--- config.mk ---
export PLATFORM = sky130hd
export DESIGN_NAME = icache_loader_flat
export DESIGN_NICKNAME = d
export VERILOG_FILES = /design/src/rtl/icache_loader_pkg.sv /design/src/rtl/icache_loader_if.sv /design/src/rtl/icache_loader.sv /design/src/flat_wrapper.sv
export SDC_FILE = /design/constraint.sdc
export NUM_CORES = 1
export LEC_CHECK = 0
export BUFFER_PORTS_ARGS = -buffer_cell sky130_fd_sc_hd__buf_2
export CORE_MARGIN = 2
export CORE_UTILIZATION = 58
export CTS_CLUSTER_SIZE = 30
export DETAILED_ROUTE_END_ITERATION = 10
export GPL_ROUTABILITY_DRIVEN = 1
export PLACE_DENSITY = 0.95
export SYNTH_ARGS = -nofsm -noshare
export SYNTH_HDL_FRONTEND = slang
export SYNTH_SLANG_ARGS = --single-unit
--- constraint.sdc ---
create_clock -name Clk -period 6.5 [get_ports Clk]
set_clock_uncertainty 0.1 [all_clocks]
set_input_delay 0.65 -clock Clk [delete_from_list [all_inputs] [get_ports Clk]]
set_output_delay 0.65 -clock Clk [all_outputs]
set_load 0.1 [all_outputs]
--- src/rtl/icache_loader_pkg.sv ---
// Shared definitions for the I-cache program loader, the core and the I-cache.
package icache_loader_pkg;

   localparam int ICACHE_ADDR_W = 10;
   localparam int INSTR_W       = 32;

   typedef enum logic [1:0] {
      ST_IDLE  = 2'd0,
      ST_LOAD  = 2'd1,
      ST_FLUSH = 2'd2,
      ST_RUN   = 2'd3
   } loader_state_e;

endpackage

--- src/rtl/icache_loader_if.sv ---
// Instruction-word stream into the loader and the I-cache write port out of it.
interface icache_loader_if
   import icache_loader_pkg::*;
#(
   parameter int ADDR_W = ICACHE_ADDR_W,
   parameter int DATA_W = INSTR_W
);
   logic              in_valid;
   logic [DATA_W-1:0] in_data;
   logic              in_last;
   logic              in_ready;
   logic              ic_we;
   logic [ADDR_W-1:0] ic_waddr;
   logic [DATA_W-1:0] ic_wdata;

   modport master (
      output in_valid, in_data, in_last,
      input  in_ready, ic_we, ic_waddr, ic_wdata
   );

   modport slave (
      input  in_valid, in_data, in_last,
      output in_ready, ic_we, ic_waddr, ic_wdata
   );
endinterface

--- src/rtl/icache_loader.sv ---
// Fills the I-cache from a valid/ready word stream starting at address 0,
// then holds start high to release the core.
//
// state | meaning
// IDLE  | after reset, waiting for load
// LOAD  | accepting words, one write per transfer
// FLUSH | final write lands, no transfers
// RUN   | start=1, counters frozen until next load
module icache_loader
   import icache_loader_pkg::*;
#(
   parameter int ADDR_W = ICACHE_ADDR_W,
   parameter int DATA_W = INSTR_W,
   parameter int DEPTH  = 2**ADDR_W
) (
   input  logic              Clk,
   input  logic              Rst_n,
   input  logic              load,
   icache_loader_if.slave    bus,
   output logic              start,
   output logic              busy,
   output logic [ADDR_W:0]   word_count,
   output logic [DATA_W-1:0] checksum,
   output logic              overflow
);

   localparam logic [1:0] IDLE  = ST_IDLE;
   localparam logic [1:0] LOAD  = ST_LOAD;
   localparam logic [1:0] FLUSH = ST_FLUSH;
   localparam logic [1:0] RUN   = ST_RUN;

   localparam logic [ADDR_W:0] LAST_CNT = (ADDR_W+1)'(DEPTH - 1);

   logic [1:0] state;
   logic       xfer;

   assign bus.in_ready = (state == LOAD);
   assign busy         = (state == LOAD) || (state == FLUSH);
   assign start        = (state == RUN);
   assign xfer         = bus.in_valid & bus.in_ready;

   always_ff @(posedge Clk or negedge Rst_n) begin
      if (!Rst_n) begin
         state        <= IDLE;
         bus.ic_we    <= 1'b0;
         bus.ic_waddr <= '0;
         bus.ic_wdata <= '0;
         word_count   <= '0;
         checksum     <= '0;
         overflow     <= 1'b0;
      end else begin
         bus.ic_we <= 1'b0;
         case (state)
            IDLE, RUN: begin
               if (load) begin
                  word_count <= '0;
                  checksum   <= '0;
                  overflow   <= 1'b0;
                  state      <= LOAD;
               end
            end
            LOAD: begin
               if (xfer) begin
                  bus.ic_we    <= 1'b1;
                  bus.ic_waddr <= word_count[ADDR_W-1:0];
                  bus.ic_wdata <= bus.in_data;
                  word_count   <= word_count + 1'b1;
                  checksum     <= checksum + bus.in_data;
                  // in_last on the DEPTH-th word is a clean exact fill, not an overflow
                  if (bus.in_last) begin
                     state <= FLUSH;
                  end else if (word_count == LAST_CNT) begin
                     overflow <= 1'b1;
                     state    <= FLUSH;
                  end
               end
            end
            FLUSH:   state <= RUN;
            default: state <= IDLE;
         endcase
      end
   end

endmodule

--- src/flat_wrapper.sv ---
// flat-port wrapper written by rule: the top's interface ports become plain ports
module icache_loader_flat import icache_loader_pkg::*;
#(
   parameter int ADDR_W = ICACHE_ADDR_W,
   parameter int DATA_W = INSTR_W,
   parameter int DEPTH  = 2**ADDR_W
)
  (Clk, Rst_n, load, start, busy, word_count, checksum, overflow, bus_in_valid, bus_in_data, bus_in_last, bus_in_ready, bus_ic_we, bus_ic_waddr, bus_ic_wdata);
  icache_loader_if #(.ADDR_W(ADDR_W), .DATA_W(DATA_W)) bus_i ();
  input  logic Clk;
  input  logic Rst_n;
  input  logic load;
  output logic start;
  output logic busy;
  output logic [ADDR_W:0] word_count;
  output logic [DATA_W-1:0] checksum;
  output logic overflow;
  input wire logic [$bits(bus_i.in_valid)-1:0] bus_in_valid;
  input wire logic [$bits(bus_i.in_data)-1:0] bus_in_data;
  input wire logic [$bits(bus_i.in_last)-1:0] bus_in_last;
  output wire logic [$bits(bus_i.in_ready)-1:0] bus_in_ready;
  output wire logic [$bits(bus_i.ic_we)-1:0] bus_ic_we;
  output wire logic [$bits(bus_i.ic_waddr)-1:0] bus_ic_waddr;
  output wire logic [$bits(bus_i.ic_wdata)-1:0] bus_ic_wdata;
  assign bus_i.in_valid = bus_in_valid;
  assign bus_i.in_data = bus_in_data;
  assign bus_i.in_last = bus_in_last;
  assign bus_in_ready = bus_i.in_ready;
  assign bus_ic_we = bus_i.ic_we;
  assign bus_ic_waddr = bus_i.ic_waddr;
  assign bus_ic_wdata = bus_i.ic_wdata;
  icache_loader #(.ADDR_W(ADDR_W), .DATA_W(DATA_W), .DEPTH(DEPTH)) u_core (.Clk(Clk), .Rst_n(Rst_n), .load(load), .bus(bus_i), .start(start), .busy(busy), .word_count(word_count), .checksum(checksum), .overflow(overflow));
endmodule
==> reports/results.ini, run 1 <==
[status]
status=complete, no violations

[cells_and_area]
drive_gt1_frac=0.3072
nNetsFinal=693
num_antenna_cells=0
area_growth_pct=17.73
nFillCells=624

[grt]
grtUsageTotal=0.2559
grt_max_degree=90
grt-ovfl-total=0
grt_pass1_vias=4396
grt_pass1_wl_um=20020
antenna_found_initial=0

[timing]
timing.final.crit_share=0.5108
relSlewSlack=0.2602
finalHoldViolCount=0
timing.fmax_ghz=0.3012
grt_setup_unrepaired=no
drv_slew=0
fin_crit_ns=3.320
worst_pin_slew_ns=1.110
timing.hold.ws_ns=0.3878
tns_ns=0
setup_viol=0

[logic_synthesis]
async_flop_share=1.000
syn_inst=499
synth_top_area_frac=0.4446
ys_warn_count=0
seq_area_frac_synth=0.4446
synth_cell_types=54
synth_ff_type=dfrtp_1
syn_avg_cell_area_um2=10.04
synthesis.area_mm2=0.005010
ys_ff_latch=89
synth_area_leaders=dfrtp_1 (44%), mux2_2 (8.8%), ha_1 (8.7%)
synth_edf_count=0
yosys.area.top_type=dfrtp_1
synth.net_count=572

[worst_setup_path]
worstSetupPathType=register to register
critPathLaunchType=register
r2r_slack_ns=3.18
worstPathArrival_ns=3.46
crit_fanout=4
cp.required_ns=6.64
end_kind=register

[placed_design]
gp_routability_congestion=0.8433
dpl.hpwl_um=8636
io_buffers=126

[clock_network]
cts_buffers=9
htree_levels=3
clkTransAtPathRegs_ns=0.10
cts_setup_buffers=0
cts-root-buf=clkbuf_8
clockBufferDepth=2
hold_buffers=0
cts.sinks=89
clk_latency_ns=0.36
post_cts_resized=0
cts_tree=built

[floorplan]
die_area_mm2=0.009397
core_area_mm2=0.008299
dieWidth_um=96.94
initial_utilization=0.6036
ios=127
core.rowCount=33
chipHeight_um=96.94

[run]
maxCapViolations=0

[route]
drc=0
drt_wl_total_um=11700
post_drt_wl_per_cell_um=16.02
via_per_inst=5.847
vias=4268
detail-route-antenna-nets=0
drt_iter0_markers=223
dr.pass1.iters=4

[min_path]
hold_path_class=primary input to asynchronous set/reset pin

[final cells by class]
cell class,instances,area (um^2),share of cell area
clock inverter,7,52.55,0.008910
sequential,89,2227,0.3776
timing repair buffer,128,648.1,0.1099
inverter,15,56.30,0.009546
clock buffer,9,123.9,0.02100
multi-input combinational,377,2659,0.4508
tap,105,131.4,0.02227
[cells in the final DEF, fill, tap and decap left out, types with 2 or more instances in the layout]
cell type / synthesis / final
a21oi_1: 33 / 33
buf_2: 0 / 125
nand2_1: 60 / 60
mux2i_1: 3 / 3
inv_1: 15 / 15
xnor2_1: 15 / 15
nor2_1: 25 / 25
and2b_1: 2 / 2
nor3_1: 9 / 9
a32o_1: 2 / 2
nand3_1: 14 / 14
a211o_1: 2 / 2
ha_1: 35 / 35
a21o_1: 14 / 14
a41oi_1: 2 / 2
nand2b_1: 4 / 4
o21ai_1: 3 / 3
dfrtp_1: 89 / 89
a211oi_1: 3 / 3
nand4_1: 4 / 4
mux2_2: 39 / 39
and3_1: 7 / 7
inv_6: 0 / 3
o21bai_1: 4 / 4
a22o_1: 3 / 3
clkbuf_8: 0 / 9
o21ai_0: 45 / 45
o31ai_1: 3 / 3
nor2b_1: 4 / 4
buf_4: 0 / 3
a31oi_1: 2 / 2
xor2_1: 15 / 15
o211a_1: 2 / 2
clkinv_2: 0 / 2
[path summary, 6_finish.rpt]
check | startpoint | to | depth (start not counted)
max in group asynchronous | Rst_n | u_core.word_count[1] | 1
min | Rst_n | u_core.bus.ic_we | 1
min in group Clk | u_core.bus.ic_wdata[1] | u_core.bus.ic_wdata[1] | 2
max | u_core.checksum[0] | u_core.checksum[28] | 13
max reg2reg | u_core.checksum[0] | u_core.checksum[28] | 13
min reg2reg | u_core.bus.ic_wdata[1] | u_core.bus.ic_wdata[1] | 2
[worst max-delay path, stage by stage (launching register included)]
cell	delay, ns
dfrtp_1	0.40
ha_1	0.18
inv_1	0.05
fa_1	0.38
and2b_1	0.28
o2111ai_2	0.15
a21oi_2	0.19
o2111a_2	0.21
nor2_2	0.06
o41a_1	0.35
o21ai_1	0.25
o211ai_1	0.16
a21o_1	0.19
a32o_1	0.24
[cells by family (layout without fill, tap and decap cells)]
kind of cell | count (synthesis) | in the layout | share of synthesized area
buffers and inverters | 33 | 159 | 0.02472
multiplexers | 42 | 42 | 0.09366
XOR/XNOR | 30 | 30 | 0.05245
AND/OR/NAND/NOR | 136 | 136 | 0.1241
flip-flops | 89 | 89 | 0.4446
adder cells (fa/ha/maj) | 36 | 36 | 0.09141
AO/OA/AOI/OAI | 133 | 133 | 0.1691
[cell usage after synthesis, types with 7 or more instances]
library cell and instances:
a21o_1 14, a21oi_1 33, and3_1 7, clkbuf_1 14, dfrtp_1 89, ha_1 35, inv_1 15, mux2_2 39
nand2_1 60, nand3_1 14, nor2_1 25, nor3_1 9, o21ai_0 45, xnor2_1 15, xor2_1 15
[stage by stage]
step	cells	utilization	setup WS, ns	area (um^2)
finish	730	0.7107	3.180	5898
global route	730	0.7107	3.028	5898
CTS	730	0.7107	3.198	5898
detailed placement	714	0.6894	2.922	5722
global placement	714	0.6894	2.994	5722
floorplan	499	-	2.857	5010
[sequential cells by signal, indices dropped and copies added (netlist names)]
signal,flops
u_core.bus.ic_waddr,10
u_core.bus.ic_wdata,32
u_core.bus.ic_we,1
u_core.checksum,32
u_core.overflow,1
u_core.state,2
u_core.word_count,11
[routing by layer]
layer  vias up  share of wire  track usage
met5         -              0            0
met4         0          0.024      0.09426
met3        27          0.048      0.05564
met2       129           0.50       0.4386
met1      2077           0.43       0.3184
li1       2035              -            -
Power of run 1 is left out: the tool's default activity adds up to more than one toggle a clock period on the data nets, which glitch-free logic cannot reach.
==> run 2: changes to the inputs <==
--- a/config.mk
+++ b/config.mk
@@ -7,11 +7,11 @@
 export LEC_CHECK = 0
 export BUFFER_PORTS_ARGS = -buffer_cell sky130_fd_sc_hd__buf_2
 export CORE_MARGIN = 2
-export CORE_UTILIZATION = 58
+export CORE_UTILIZATION = 54
 export CTS_CLUSTER_SIZE = 30
 export DETAILED_ROUTE_END_ITERATION = 10
 export GPL_ROUTABILITY_DRIVEN = 1
-export PLACE_DENSITY = 0.95
+export PLACE_DENSITY = 0.93
 export SYNTH_ARGS = -nofsm -noshare
 export SYNTH_HDL_FRONTEND = slang
 export SYNTH_SLANG_ARGS = --single-unit
==> constraint.sdc (replaced) <==
create_clock -name Clk -period 3.3 [get_ports Clk]
set_clock_uncertainty 0.1 [all_clocks]
set_input_delay 0.33 -clock Clk [delete_from_list [all_inputs] [get_ports Clk]]
set_output_delay 0.33 -clock Clk [all_outputs]
set_load 0.1 [all_outputs]
==> run 2 against run 1 <==
Clock-buffer cell count unchanged. Maximum frequency is 4.9% higher. Final area is 1.4% higher. Die area up 7.1%. Flip-flop and latch count is the same. Final cell count is 1.6% higher. Non-clock buffer count increased by 6. Routed wire length increased by 6.2%. Worst hold slack got worse by 0.27 ns. Via count up 2.6%. First-iteration DRC count up 25%.
==> reports/results.ini, run 2 (synthesis gave the netlist of run 1 again) <==
[status]
status=complete, no violations

[cells_and_area]
final_common_cell=buf_2
drive_gt1_frac=0.3185  ; +0.01134
fin_area_mm2=0.005981  ; +1.4%
reg_top3=u_core.bus.ic_wdata (32), u_core.checksum (32), u_core.word_count (11)
nNetsFinal=699  ; +0.87%
multi_input_area_mm2=0.002665  ; +0.24%
final_cells=742  ; +1.6%
num_antenna_cells=0  ; unchanged
regArea_mm2=0.002232  ; +0.22%
area_growth_pct=19.38
layout_common_cells=buf_2 (125), dfrtp_1 (87), nand2_1 (60)
nFillCells=702  ; +13%

[worst_setup_path]
r2r_cells=13  ; unchanged
end_kind=register
critPathLaunchType=register
cp.required_ns=3.45  ; -3.19 ns
path_depth=13  ; unchanged
cp_num_buf_inv=1  ; unchanged
cp_cell_sequence=ha_1, inv_1, fa_2, and2b_1, o2111ai_2, a21oi_2, o2111a_2, nor2_2, o41a_1, o21ai_2, o211ai_1, a21o_1, a32o_1
cp_slowest_cell=dfrtp_4
slowest_delay_ns=0.43  ; +0.03 ns
crit_family=compound AO/OA/AOI/OAI gates
worstSetupPathType=register to register
crit_fanout=4  ; unchanged
worstPathArrival_ns=3.32  ; -0.14 ns

[placed_design]
gp_routability_congestion=0.8821  ; +4.6%
place_inst=725  ; +1.5%
io_buffers=126  ; unchanged
dpl.hpwl_um=9365  ; +8.4%
dp_slack_ns=0.1135  ; -2.808 ns
dpl_cell_area_mm2=0.005772  ; +0.87%

[route]
vias=4378  ; +2.6%
detail-route-antenna-nets=0  ; unchanged
drt_iter0_markers=279  ; +25%
dr.pass1.iters=5  ; +1
drc=0  ; unchanged
post_drt_wl_per_cell_um=16.74  ; +4.5%
via_per_inst=5.900  ; +0.92%
drt_wl_total_um=12420  ; +6.2%

[timing]
relSlewSlack=0.5158  ; +0.2556
finalHoldViolCount=0  ; unchanged
setup_viol=0  ; unchanged
fin_ws_ns=0.1353  ; -3.044 ns
fin_crit_ns=3.165  ; -0.1556 ns
grt_setup_unrepaired=no
timing.final.crit_share=0.9590  ; +0.4482
drv_slew=0  ; unchanged
timing.fmax_ghz=0.3160  ; +4.9%
worst_pin_slew_ns=0.7245  ; -0.3852 ns
tns_ns=0  ; unchanged

[clock_network]
cts_setup_buffers=0  ; unchanged
cts.sinks=89  ; unchanged
cts-root-buf=clkbuf_8
clkTransAtPathRegs_ns=0.11  ; about the same
clk_latency_ns=0.37  ; about the same
cts_buffers=9  ; unchanged
htree_levels=3  ; unchanged
clockBufferDepth=2  ; unchanged
cts_tree=built

[floorplan]
core_area_mm2=0.009109  ; +9.8%
core.rowCount=35  ; +6.1%
ios=127  ; unchanged
die_area_mm2=0.01006  ; +7.1%
dieWidth_um=100.3  ; +3.5%
initial_utilization=0.5500  ; -0.05365
chipHeight_um=100.3  ; +3.5%

[grt]
antenna_found_initial=0  ; unchanged
grt_pass1_vias=4298  ; -2.2%
grt_pass1_wl_um=20400  ; +1.9%
grt_max_degree=50  ; -44%
grtUsageTotal=0.2527  ; -0.003173
grt-ovfl-total=0  ; unchanged

[min_path]
worstHoldPathCells=2
hold_path_class=primary input to register

[run]
maxCapViolations=0  ; unchanged

[run 2: changes by cell type in the layout (fill, tap and decap cells not counted), sizes merged]
cell         delta
buf             +5
clkinv          -1
clkinvlp        -1
dlygate4sd3     +1
inv             +2
[run 2: worst reg2reg max path, stage by stage (launching register included)]
cell       delay, ns
dfrtp_4         0.43
ha_1            0.16
inv_1           0.06
fa_2            0.36
and2b_1         0.25
o2111ai_2       0.14
a21oi_2         0.18
o2111a_2        0.21
nor2_2          0.07
o41a_1          0.35
o21ai_2         0.16
o211ai_1        0.14
a21o_1          0.20
a32o_1          0.24
[run 2: stage by stage]
step           hold slack [ns]    util
6_report                0.1133  0.6566
5_1_grt                 0.1038  0.6566
4_1_cts                 0.1020  0.6559
3_5_place_dp            0.2841  0.6337
3_3_place_gp            0.2730  0.6337
2_1_floorplan         -0.06559       -
[run 2: repair_timing]
item                                    4_1_cts  5_1_grt
endpoints found under the setup margin        0        2
gates resized for setup                       0        2
endpoints found under the hold margin        47        0
hold buffers                                  1        0
[run 2: worst paths after layout]
path | slack, ns | from | end
hold reg to reg | 0.41 | u_core.bus.ic_wdata[17] | u_core.bus.ic_wdata[17]
setup reg to reg | 0.14 | u_core.checksum[0] | u_core.checksum[28]
min in group asynchronous | 0.41 | Rst_n | u_core.checksum[18]
hold / removal | 0.11 | bus_in_data[5] | u_core.bus.ic_wdata[5]
max in group asynchronous | 1.91 | Rst_n | u_core.bus.ic_wdata[12]
setup / recovery | 0.14 | u_core.checksum[0] | u_core.checksum[28]
[run 2: per-layer routing]
metal,vias up,track usage,share of wire
met5,-,0,0
met2,180,0.4362,0.50
li1,2050,-,-
met4,0,0.09905,0.024
met1,2117,0.3186,0.42
met3,31,0.03969,0.059
[run 2: area by class of cell]
class	instances	area share
clock buffers	9	0.02071
clock inverters	7	0.01151
inverters	15	0.009414
multi-input cells	377	0.4456
flip-flops and latches	89	0.3732
well taps	111	0.02322
repair buffers	134	0.1163
Power of run 2 is left out for the same reason.
